<file path="src/rtl/codeword_rx_assembler.sv">
// codeword_rx_assembler: collects NUM_BYTES UART bytes (LSB first) into one codeword with a valid pulse.
// Optional inter-byte timeout with frame_error pulse is built when CW_RX_TIMEOUT_EN is defined.
module codeword_rx_assembler #(
    parameter int NUM_BYTES      = 9,
    parameter int TIMEOUT_CYCLES = 100000
) (
    input  logic                   clk,
    input  logic                   reset,
    input  logic [7:0]             uart_rx_data,
    input  logic                   uart_rx_valid,
    output logic [8*NUM_BYTES-1:0] codeWord,
    output logic                   codeword_valid,
    output logic                   frame_error,
    output logic                   busy,
    output logic [3:0]             byte_cnt
);
    typedef enum logic {IDLE, COLLECT} state_t;
    state_t                 state;
    logic [8*NUM_BYTES-1:0] sr;
    logic                   done;
    logic                   last;
    logic                   expire;
    assign last = byte_cnt == 4'(NUM_BYTES - 1);
    assign busy = state == COLLECT;
`ifdef CW_RX_TIMEOUT_EN
    localparam int TW = $clog2(TIMEOUT_CYCLES + 1);
    logic [TW-1:0] idle_cnt;
    // a byte on the expiry cycle wins: expire requires no strobe this cycle
    assign expire = state == COLLECT && !uart_rx_valid && idle_cnt == TW'(TIMEOUT_CYCLES - 1);
    always_ff @(posedge clk) begin
        if (reset) begin
            idle_cnt    <= '0;
            frame_error <= 1'b0;
        end else begin
            idle_cnt    <= (state != COLLECT || uart_rx_valid || expire) ? '0 : idle_cnt + 1'b1;
            frame_error <= expire;
        end
    end
`else
    assign expire      = 1'b0;
    assign frame_error = 1'b0;
`endif
    // codeWord is loaded one edge after the final byte lands in sr; a new lane-0
    // byte written on that same edge does not disturb the word being copied
    always_ff @(posedge clk) begin
        if (reset) begin
            state          <= IDLE;
            sr             <= '0;
            byte_cnt       <= '0;
            done           <= 1'b0;
            codeWord       <= '0;
            codeword_valid <= 1'b0;
        end else begin
            done           <= 1'b0;
            codeword_valid <= done;
            if (done)
                codeWord <= sr;
            if (expire) begin
                state    <= IDLE;
                byte_cnt <= '0;
            end else if (uart_rx_valid) begin
                sr[{byte_cnt, 3'b000} +: 8] <= uart_rx_data;
                byte_cnt <= last ? '0 : byte_cnt + 4'd1;
                state    <= last ? IDLE : COLLECT;
                done     <= last;
            end
        end
    end
endmodule

</file>
<file path="config.mk">
export PLATFORM = sky130hd
export DESIGN_NAME = codeword_rx_assembler
export DESIGN_NICKNAME = d
export VERILOG_FILES = /design/src/rtl/codeword_rx_assembler.sv
export SDC_FILE = /design/constraint.sdc
export NUM_CORES = 1
export LEC_CHECK = 0
export ABC_AREA = 0
export BUFFER_PORTS_ARGS = -buffer_cell sky130_fd_sc_hd__buf_2
export CAP_MARGIN = 20
export CORE_UTILIZATION = 43
export CTS_CLUSTER_DIAMETER = 150
export DETAILED_ROUTE_END_ITERATION = 7
export PLACE_DENSITY = 0.76
export SLEW_MARGIN = 25
export SYNTH_ARGS = -nofsm -noshare
export SYNTH_HDL_FRONTEND = slang
export SYNTH_SLANG_ARGS = --single-unit
</file>
<file path="constraint.sdc">
create_clock -name clk -period 2.1 [get_ports clk]
set_input_delay 0.21 -clock clk [delete_from_list [all_inputs] [get_ports clk]]
set_output_delay 0.21 -clock clk [all_outputs]
set_load 0.01 [all_outputs]
</file>
### Word-level counts from Yosys, hierarchy flattened

Index checks and enable logic that the tools add are counted.

| cells by class | value |
|---|---|
| multiply operators | 0 |
| bitwise gates (word level) | 1 |
| reduce and logical (&&, ||, !) cells | 1 |
| $add $sub $neg | 2 |
| div/mod/pow operators | 0 |
| order comparisons | 0 |
| equal/unequal tests | 1 |
| shifts and indexed selects | 2 |
| muxes and demuxes | 3 |

Operator list:

| operator | count |
|---|---|
| $bwmux W72 | 1 |
| $shift A8 B9 Y72 const A | 1 |
| $shiftx A8 B9 Y72 | 1 |
| $neg A7 Y9 | 1 |
| $add A4 B1 Y4 const B | 1 |
| $eq A4 B4 Y1 const B | 1 |
| $mux W4 | 1 |
| $reduce_or A2 Y1 | 1 |
| $mux W1 | 1 |
| $not A1 Y1 | 1 |

| word-level totals | value |
|---|---|
| ROM bits | 0 |
| input port bits | 11 |
| memories kept | 0 |
| memory bits (writable) | 0 |
| register bits | 151 |
| latch bits | 0 |
| output and inout bits | 79 |

### Depth between registers and ports, before layout

Gate-level depths: netlist of the first run.

| logic depth | value |
|---|---|
| depth in word-level cells | 3 |
| depth in mapped cells | 9 |
| depth with buffers taken out | 6 |

### Worst setup path before layout of the first run

No wires, ideal clock.

| timing path | value |
|---|---|
| path type | register -> register |
| start | reg byte_cnt[0] |
| end | reg sr[0] |
| data required time | 1.972 ns |
| buffers on the path | 1 |
| arrival time | 1.974 ns |
| stages on the path, launching flop included | 8 |
| setup slack | -0.001 ns |
| period minus slack after synthesis | 2.101 ns |
| path through | dfxtp_1 -> buf_2 -> inv_1 -> ha_1 -> nor4b_1 -> nand3_2 -> mux2i_1 -> nor2_1 |

| on the way | value |
|---|---|
| word-level cells in the longest chain between the ends | 3 |
| elaborated cells between the ends (all ways) | 4 |
| those cells by class | 1 x add/sub; 2 x shift; 1 x mux |

RTL lines:

| what | line | source |
|---|---|---|
| start: declaration | 15 | `output logic [3:0] byte_cnt` |
| start signal: assignment | 63 | `byte_cnt <= last ? '0 : byte_cnt + 4'd1;` |
| $neg A7 Y9 * | 62 | `sr[{byte_cnt, 3'b000} +: 8] <= uart_rx_data;` |
| $shiftx A8 B9 Y72 / $shift A8 B9 Y72 (equally long branches) | 62 |  |
| $bwmux W72 * | 62 |  |
| end signal: indexed assignment | 62 |  |
| end: declaration | 19 | `logic [8*NUM_BYTES-1:0] sr;` |

Mark *: on every way between the ends. The rest lies on a longest branch, timed or not.
A chain may end at the register's enable or synchronous reset.

### Worst setup path after layout of the first run

| timing path | value |
|---|---|
| start | reg byte_cnt[0] |
| end | reg sr[3] |

Same word-level chain as after synthesis.

==> key figures, run 1 <==
Drt
  – Iter 0 DRT Violations: 270
  – Drt drc: 0
  – Detail Route Antenna Nets: 0
  – Routed WL: 12600 um
  – Vias per cell: 4.92
  – Via count: 4039
  – 1st-pass router iterations: 6
  – Wire per inst: 15.3 um

Global route
  – Vias in the first global route: 4089
  – Wire length of the first global-routing pass: 20600 um
  – Total grt overflow: 0
  – GR Util All Layers: 19.1%
  – Initial antenna violation count: 0
  – Largest net degree at the start of global routing: 74

Yosys
  – Top_reg_cell synth: dfxtp_1
  – EDFF count, synth: 0
  – Top-count cell post-synth: dfxtp_1
  – Synth top area share: 51.9%
  – Synth Instances: 549
  – Register area share after synthesis: 51.9%
  – Synth cell count leaders: 151 x dfxtp_1, 145 x mux2i_1, 88 x nor2_1, 74 x nand2b_1, 19 x clkbuf_1
  – FFs w/ async S/R, synth: 0%
  – Synth cell types: 31
  – Syn_area_per_cell: 10.6 sq um
  – Ranking of synthesized cells by area: dfxtp_1 52%, mux2i_1 25%, nand2b_1 7.9%, nor2_1 5.7%, clkbuf_1 1.2%
  – Combined area of all synthesized cells: 0.00583 sq mm
  – Ys Warns: 0
  – Top cell type by total area after synthesis: dfxtp_1
  – Syn Nets: 564
  – FF+latch count, synth: 151

Critical path
  – CP Capture Type: register
  – CP Cell Sequence: inv_1 > ha_1 > nor4b_2 > nand3_2 > mux2i_1 > nor2_1
  – CP arrival: 2.24 ns
  – R2R Setup Slk: 0.17 ns
  – Reg2reg path depth: 6
  – Crit path launch: byte_cnt[0]
  – Max stage delay on crit path: 0.41 ns
  – Crit path max fanout: 8
  – Worst r2r dst: sr[3]
  – Crit Path Class: reg2reg
  – Slowest CP cell: ha_1
  – Critical Path RT: 2.41 ns
  – Reg-to-reg startpoint: byte_cnt[0]
  – Crit path launch type: register

Cells and area
  – Fin cells: 821
  – Share of cells above drive strength 1: 22.3%
  – Post-layout nets: 647
  – Area growth syn-to-layout: 22.0%
  – Final Core Density: 53.7%
  – Ant. Diodes: 0

Floorplan
  – Die Y: 118 um
  – Initial core utilization: 44.0%
  – Row cnt: 42
  – Core area: 0.0132 sq mm
  – Die width: 118 um
  – Die footprint: 0.0140 sq mm
  – IO Count: 90

Clock tree
  – Clock Latency Late Sink: 0.42 ns
  – CTS tree: built
  – CTS H-tree lvls: 4
  – Clock root buffer: clkbuf_16
  – Post-CTS sizing: 0
  – Longest Clk Path Bufs: 2
  – Clk pin slew, worst setup/hold paths: 0.06 ns
  – Cts bufs inserted: 17
  – Hold buffer count at cts: 0
  – CTS Sinks: 151
  – Setup bufs post-CTS: 0

Timing
  – RSZ-0062 raised after global routing: false
  – TNS Setup: 0 ns
  – Tmin final: 1.93 ns
  – Final Hold Fails: 0
  – Worst-Margin Slew: 0.566 ns
  – Fmax: 518 MHz
  – Count of pins over their slew limit: 0
  – Fin Clk Skew: 0.00517 ns
  – Max_slew headroom: 62.3%
  – Period utilisation layout: 92.0%
  – Final setup viols: 0

Place
  – Placed cells: 789
  – Port buffer count: 88
  – Gpl congestion: 0.773
  – DP HPWL: 8850 um

Hold path
  – WHS Endpoint: sr[5]
  – Worst hold path type: in2reg
  – Min-Delay Path Depth: 3
  – Hold Startpoint: uart_rx_data[5]

Power
  – Leakage power: 0.00299 uW
  – PD cells: 918 mW/mm^2
  – VDD IR max: 574 uV

Status
  – Run status: finished clean

Run
  – Max cap viols: 0
-- cell families (layout without fill, tap and decap cells) --
kind of cell / after synthesis / in the layout / share of synthesized area (%)
mux: 145 / 145 / 24.9
buf+inv: 38 / 134 / 3.11
fa+ha+maj: 4 / 4 / 0.859
xor+xnor: 3 / 3 / 0.451
other cells: 1 / 1 / 0.0644
compound gates: 7 / 7 / 1.18
flops: 151 / 151 / 51.9
simple gates: 200 / 200 / 17.5
-- where the power goes --
group	switching, uW	leakage (uW)	internal [uW]	total [uW]
Combinational	163	0.00145	99.0	263
Sequential	13.8	0.00122	2880	2900
Clock	1210	0.000322	2150	3360
Total	1390	0.00299	5140	6520
-- registers in the layout, indices dropped and copies added (netlist names) --
name            cells
busy                1
codeword_valid      1
byte_cnt            4
done                1
sr                 72
codeWord           72
-- cells in the final DEF (no fill, tap or decap), types with 3 or more instances in the layout --
master and instances:
nor3_1 3, nand2_1 18, dfxtp_1 150, inv_6 4, clkbuf_16 17, nand2b_1 74, buf_2 87, mux2i_1 145
bufinv_16 5, nor2_1 88, ha_1 4, buf_4 11, nor3b_2 3, nand3_2 3
-- critical path, delay by kind of cell, from the launching register on --
family | cells | cell delay [ns]
and+or+nand+nor | 3 | 0.68
adders and majority gates | 1 | 0.41
DFF | 1 | 0.36
muxes | 1 | 0.26
buffers and inverters | 1 | 0.11
-- how the worst max path moves through the flow --
stage	to
2_1_floorplan	sr[16]
3_3_place_gp	sr[66]
3_5_place_dp	sr[67]
4_1_cts	sr[67]
5_1_grt	sr[22]
6_report	sr[3]
-- routing by layer --
metal	vias to the layer above	GRT usage (%)	routed length [um]
met5	-	0	0
met2	106	31.9	6070
met1	1925	22.9	5650
li1	1991	-	-
met4	0	7.12	216
met3	17	5.94	652
-- per-stage QoR --
step	power (uW)	cell area (sq um)	hold slack, ns	setup slack [ns]
finish	6520	7110	0.113	0.169
global route	6720	7110	0.0961	0.0550
CTS	6570	7100	0.0893	0.0818
detailed placement	3220	6440	0.454	0.145
global placement	3210	6440	0.445	0.295
floorplan	3140	5830	0.354	0.0604
-- final cells by class --
cell class                 instances  area [sq um]
clock buffer                      18           439
tap                              176           220
fill                            1180          6140
inverter                           2          7.51
timing repair buffer             100           558
multi-input combinational        360          2640
clock inverter                    14           220
sequential                       151          3030
No activity file was read; power rests on OpenSTA's default activity.
==> inputs of run 2 (changes only) <==
--- a/config.mk
+++ b/config.mk
@@ -5,13 +5,13 @@
 export SDC_FILE = /design/constraint.sdc
 export NUM_CORES = 1
 export LEC_CHECK = 0
-export ABC_AREA = 0
+export ABC_CLOCK_PERIOD_IN_PS = 2100
 export BUFFER_PORTS_ARGS = -buffer_cell sky130_fd_sc_hd__buf_2
 export CAP_MARGIN = 20
 export CORE_UTILIZATION = 43
 export CTS_CLUSTER_DIAMETER = 150
 export DETAILED_ROUTE_END_ITERATION = 7
-export PLACE_DENSITY = 0.76
+export PLACE_DENSITY = 0.66
 export SLEW_MARGIN = 25
 export SYNTH_ARGS = -nofsm -noshare
 export SYNTH_HDL_FRONTEND = slang
==> key figures, run 2 (same netlist as run 1, synthesis figures left out) <==
Drt
  – 1st-pass router iterations: 4
  – Via count: 4010
  – Vias per cell: 4.88
  – Detail Route Antenna Nets: 0
  – Wire per inst: 15.1 um
  – Drt drc: 0
  – Iter 0 DRT Violations: 181
  – Routed WL: 12400 um

Hold path
  – Worst hold path type: in2reg

Place
  – Gpl congestion: 0.763
  – DP HPWL: 8490 um
  – Place WS: 0.122 ns
  – Dpl cell area: 0.00644 sq mm
  – Port buffer count: 88

Critical path
  – Crit Path Class: reg2reg
  – Crit path max fanout: 8
  – CP Capture Type: register
  – CP arrival: 2.33 ns
  – Critical Path RT: 2.44 ns
  – Crit path launch type: register

Timing
  – Final setup viols: 0
  – RSZ-0062 raised after global routing: false
  – Tmin final: 2.00 ns
  – Worst setup margin: 0.103 ns
  – Count of pins over their slew limit: 0
  – TNS Setup: 0 ns
  – Period utilisation layout: 95.1%
  – Max_slew headroom: 54.4%
  – Worst-Margin Slew: 0.684 ns
  – Fmax: 501 MHz
  – Fin Clk Skew: 0.00677 ns
  – Final Hold Fails: 0

Clock tree
  – Setup bufs post-CTS: 0
  – Cts bufs inserted: 17
  – Clock root buffer: clkbuf_16
  – Clock Latency Late Sink: 0.41 ns
  – CTS Sinks: 151
  – Clk pin slew, worst setup/hold paths: 0.06 ns
  – CTS tree: built
  – CTS H-tree lvls: 4
  – Post-CTS sizing: 0
  – Longest Clk Path Bufs: 2
  – Hold buffer count at cts: 0

Floorplan
  – Die width: 118 um
  – IO Count: 90
  – Core area: 0.0132 sq mm
  – Initial core utilization: 44.0%
  – Die footprint: 0.0140 sq mm
  – Die Y: 118 um
  – Row cnt: 42

Power
  – PD cells: 871 mW/mm^2
  – VDD IR max: 513 uV
  – Leakage power: 0.00294 uW
  – Tot Pwr: 6120 uW

Global route
  – Total grt overflow: 0
  – Vias in the first global route: 3954
  – Wire length of the first global-routing pass: 19800 um
  – Initial antenna violation count: 0
  – GR Util All Layers: 18.0%
  – Largest net degree at the start of global routing: 77

Cells and area
  – Fillers: 1241
  – Most frequent cells in the layout: 150 x dfxtp_1, 145 x mux2i_1, 88 x nor2_1, 87 x buf_2, 74 x nand2b_1
  – Design area: 0.00703 sq mm
  – Area growth syn-to-layout: 20.6%
  – Share of cells above drive strength 1: 21.7%
  – Ant. Diodes: 0
  – Leading cell type in the layout, fill and taps excluded: dfxtp_1
  – Post-layout nets: 647
  – Regs by FF count: codeWord (72), sr (72), byte_cnt (4)

Run
  – Max cap viols: 0

Status
  – Run status: finished clean
[run 2: changes by cell type in the layout (fill, tap and decap cells not counted)]
cell        delta
and3_1         +1
and3_2         -1
clkinvlp_4     +2
clkinv_2       +1
nor3b_2        -1
nor3b_1        +1
clkbuf_8       +1
clkbuf_1       +2
bufinv_16      -3
inv_6          -3
[run 2: where the power goes]
group | switching (uW) | internal (uW)
clock network | 1150 | 1810
registers | 12.5 | 2880
logic | 161 | 97.0
[run 2: layout make-up]
class	count	area [sq um]	area share (%)
clock buffer	21	460	6.55
sequential	151	3030	43.1
clock inverter	11	124	1.76
tap	176	220	3.13
multi-input combinational	360	2630	37.4
inverter	2	7.51	0.107
timing repair buffer	100	558	7.94
[run 2: worst paths after layout]
check	to	slack, ns	start	cells past startpoint
worst max-delay path	sr[68]	0.10	byte_cnt[0]	6
worst min register to register	sr[16]	0.48	sr[16]	2
worst min-delay path	sr[4]	0.12	uart_rx_data[4]	3
worst max register to register	sr[68]	0.10	byte_cnt[0]	6
[run 2: worst max-delay path: stages (launching register included)]
cell and delay, ns:
dfxtp_1 0.34, inv_1 0.10, ha_1 0.29, nor3b_1 0.25, a41o_1 0.22, and3_1 0.48, mux2i_1 0.24
[run 2: metal layers]
layer	part of all wire, %	global-route usage (%)	vias up
li1	-	-	1989
met1	45	22.2	1911
met2	48	30.0	99
met3	6.0	5.79	11
met4	1.3	5.38	0
met5	0	0	-
[run 2: stage by stage]
| step | cells | hold slack (ns) | utilization (%) |
|---|---|---|---|
| floorplan | 549 | 0.354 | - |
| global placement | 789 | 0.458 | 48.6 |
| CTS | 821 | 0.0991 | 53.1 |
| finish | 821 | 0.123 | 53.1 |
| detailed placement | 789 | 0.468 | 48.6 |
| global route | 821 | 0.128 | 53.1 |
==> inputs of run 3 (changes only) <==
--- a/config.mk
+++ b/config.mk
@@ -5,9 +5,10 @@
 export SDC_FILE = /design/constraint.sdc
 export NUM_CORES = 1
 export LEC_CHECK = 0
-export ABC_CLOCK_PERIOD_IN_PS = 2100
+export ABC_CLOCK_PERIOD_IN_PS = 1800
 export BUFFER_PORTS_ARGS = -buffer_cell sky130_fd_sc_hd__buf_2
 export CAP_MARGIN = 20
+export CORE_ASPECT_RATIO = 1.4
 export CORE_UTILIZATION = 43
 export CTS_CLUSTER_DIAMETER = 150
 export DETAILED_ROUTE_END_ITERATION = 7
==> constraint.sdc (replaced) <==
create_clock -name clk -period 1.8 [get_ports clk]
set_input_delay 0.09 -clock clk [delete_from_list [all_inputs] [get_ports clk]]
set_output_delay 0.09 -clock clk [all_outputs]
set_load 0.01 [all_outputs]
==> key figures, run 3 (same netlist as run 1, synthesis figures left out) <==
Drt
  – Detail Route Antenna Nets: 0
  – Drt drc: 0
  – 1st-pass router iterations: 4
  – Vias per cell: 4.83
  – Via count: 4054
  – Iter 0 DRT Violations: 181
  – Wire per inst: 15.4 um
  – Routed WL: 12900 um

Critical path
  – CP Cell Sequence: inv_2 > ha_4 > nor4b_2 > a22o_1 > buf_12 > mux2i_1
  – CP arrival: 2.03 ns
  – Critical path's top delay family: simple AND/OR/NAND/NOR gates
  – Max stage delay on crit path: 0.37 ns
  – Critical Path RT: 2.14 ns
  – Slowest CP cell: nor4b_2
  – Reg2reg path depth: 6
  – Crit path launch type: register
  – Crit path max fanout: 8
  – CP Capture Type: register
  – Crit Path Class: reg2reg
  – R2R Setup Slk: 0.11 ns
  – CP Buf/Inv Count: 2
  – WP depth: 6

Cells and area
  – Regs by FF count: codeWord (72), sr (72), byte_cnt (4)
  – Ant. Diodes: 0
  – Most frequent cells in the layout: 148 x dfxtp_1, 145 x mux2i_1, 88 x nor2_1, 87 x buf_2, 74 x nand2b_1
  – Area growth syn-to-layout: 23.6%
  – Fillers: 1212
  – Share of cells above drive strength 1: 23.9%
  – Seq. cell area: 0.00303 sq mm
  – Multi-input gate area: 0.00266 sq mm
  – Leading cell type in the layout, fill and taps excluded: dfxtp_1
  – Post-layout nets: 659
  – Final Core Density: 54.0%

Global route
  – GR Util All Layers: 19.6%
  – Vias in the first global route: 4140
  – Initial antenna violation count: 0
  – Total grt overflow: 0
  – Wire length of the first global-routing pass: 20900 um
  – Largest net degree at the start of global routing: 69

Timing
  – Final Hold Fails: 0
  – Tmin final: 1.69 ns
  – Worst-Margin Slew: 0.588 ns
  – Max_slew headroom: 60.8%
  – Count of pins over their slew limit: 0
  – Final setup viols: 0
  – TNS Setup: 0 ns
  – Fin Clk Skew: 0.00675 ns
  – Period utilisation layout: 94.1%
  – WHS: 0.0128 ns
  – Fmax: 590 MHz
  – RSZ-0062 raised after global routing: false

Clock tree
  – CTS Sinks: 151
  – Cts bufs inserted: 17
  – CTS tree: built
  – Clk pin slew, worst setup/hold paths: 0.06 ns
  – Clock root buffer: clkbuf_16
  – Clock Latency Late Sink: 0.42 ns
  – Longest Clk Path Bufs: 2
  – CTS H-tree lvls: 4

Floorplan
  – Core area: 0.0133 sq mm
  – Die footprint: 0.0140 sq mm
  – Die width: 100 um
  – Initial core utilization: 43.7%
  – IO Count: 90
  – Die Y: 140 um
  – Row cnt: 50

Place
  – Port buffer count: 88
  – DP HPWL: 8960 um
  – Gpl congestion: 0.845

Run
  – Max cap viols: 0

Hold path
  – Worst hold path type: in2reg
  – Min-Delay Path Depth: 3

Power
  – Leakage power: 0.00301 uW
  – PD cells: 986 mW/mm^2
  – VDD IR max: 607 uV

Status
  – Run status: finished clean
==> run 3: cell types whose count changed in the layout (fill, tap and decap cells not counted), moves of 2 or more <==
cell | previous run | this run
clkinvlp_4 | 3 | 5
dlygate4sd3_1 | 0 | 3
buf_4 | 11 | 16
nor3b_1 | 3 | 1
dfxtp_2 | 0 | 2
buf_12 | 2 | 6
dfxtp_1 | 150 | 148
==> run 3: timing repair <==
action,4_1_cts,5_1_grt
hold endpoints to repair,4,0
buffers inserted,0,1
pin swaps,0,1
resized for setup,1,1
hold buffers,3,0
endpoints found under the setup margin,2,9
==> run 3: per-layer routing <==
layer  vias up  share of wire [%]  GRT usage, %
li1       2013                  -             -
met1      1932                 43          22.9
met2        90                 52          34.4
met3        19                3.4          3.72
met4         0                2.1          8.77
met5         -                  0             0
==> run 3: power by group <==
part | internal (uW) | switching (uW) | total [uW] | leakage (uW)
Clock | 2010 | 1370 | 3380 | 0.000267
Combinational | 142 | 199 | 341 | 0.00152
Sequential | 3370 | 13.9 | 3380 | 0.00122
Total | 5510 | 1580 | 7100 | 0.00301
==> run 3: final timing paths <==
check        endpoint             from
max            sr[39]      byte_cnt[0]
min             sr[5]  uart_rx_data[5]
max reg2reg    sr[39]      byte_cnt[0]
min reg2reg      busy             busy
==> run 3: area by class of cell <==
type                            count  area share (%)
Sequential cell                   151            42.1
Multi-Input combinational cell    360            36.9
Timing Repair Buffer              112            9.80
Clock buffer                       21            6.53
Tap cell                          182            3.16
Clock inverter                     11            1.39
Inverter                            2           0.104
==> run 3: worst reg2reg max path: cells and delay by family, from the launching register on <==
family | cells | cell delay [ns]
compound gates | 1 | 0.24
flops | 1 | 0.33
fa+ha+maj | 1 | 0.27
simple gates | 1 | 0.37
mux | 1 | 0.19
buf+inv | 2 | 0.21
==> run 3: metrics by stage <==
| stage | setup WS (ns) | instances | total power, uW | instance area (sq um) |
|---|---|---|---|---|
| after floorplan | 0.00407 | 549 | 3680 | 5880 |
| after global placement | 0.0833 | 803 | 3780 | 6590 |
| after detailed placement | -0.0154 | 803 | 3780 | 6590 |
| after CTS | 0.0510 | 838 | 7150 | 7190 |
| after global routing | 0.00121 | 839 | 7330 | 7200 |
| final | 0.106 | 839 | 7100 | 7200 |
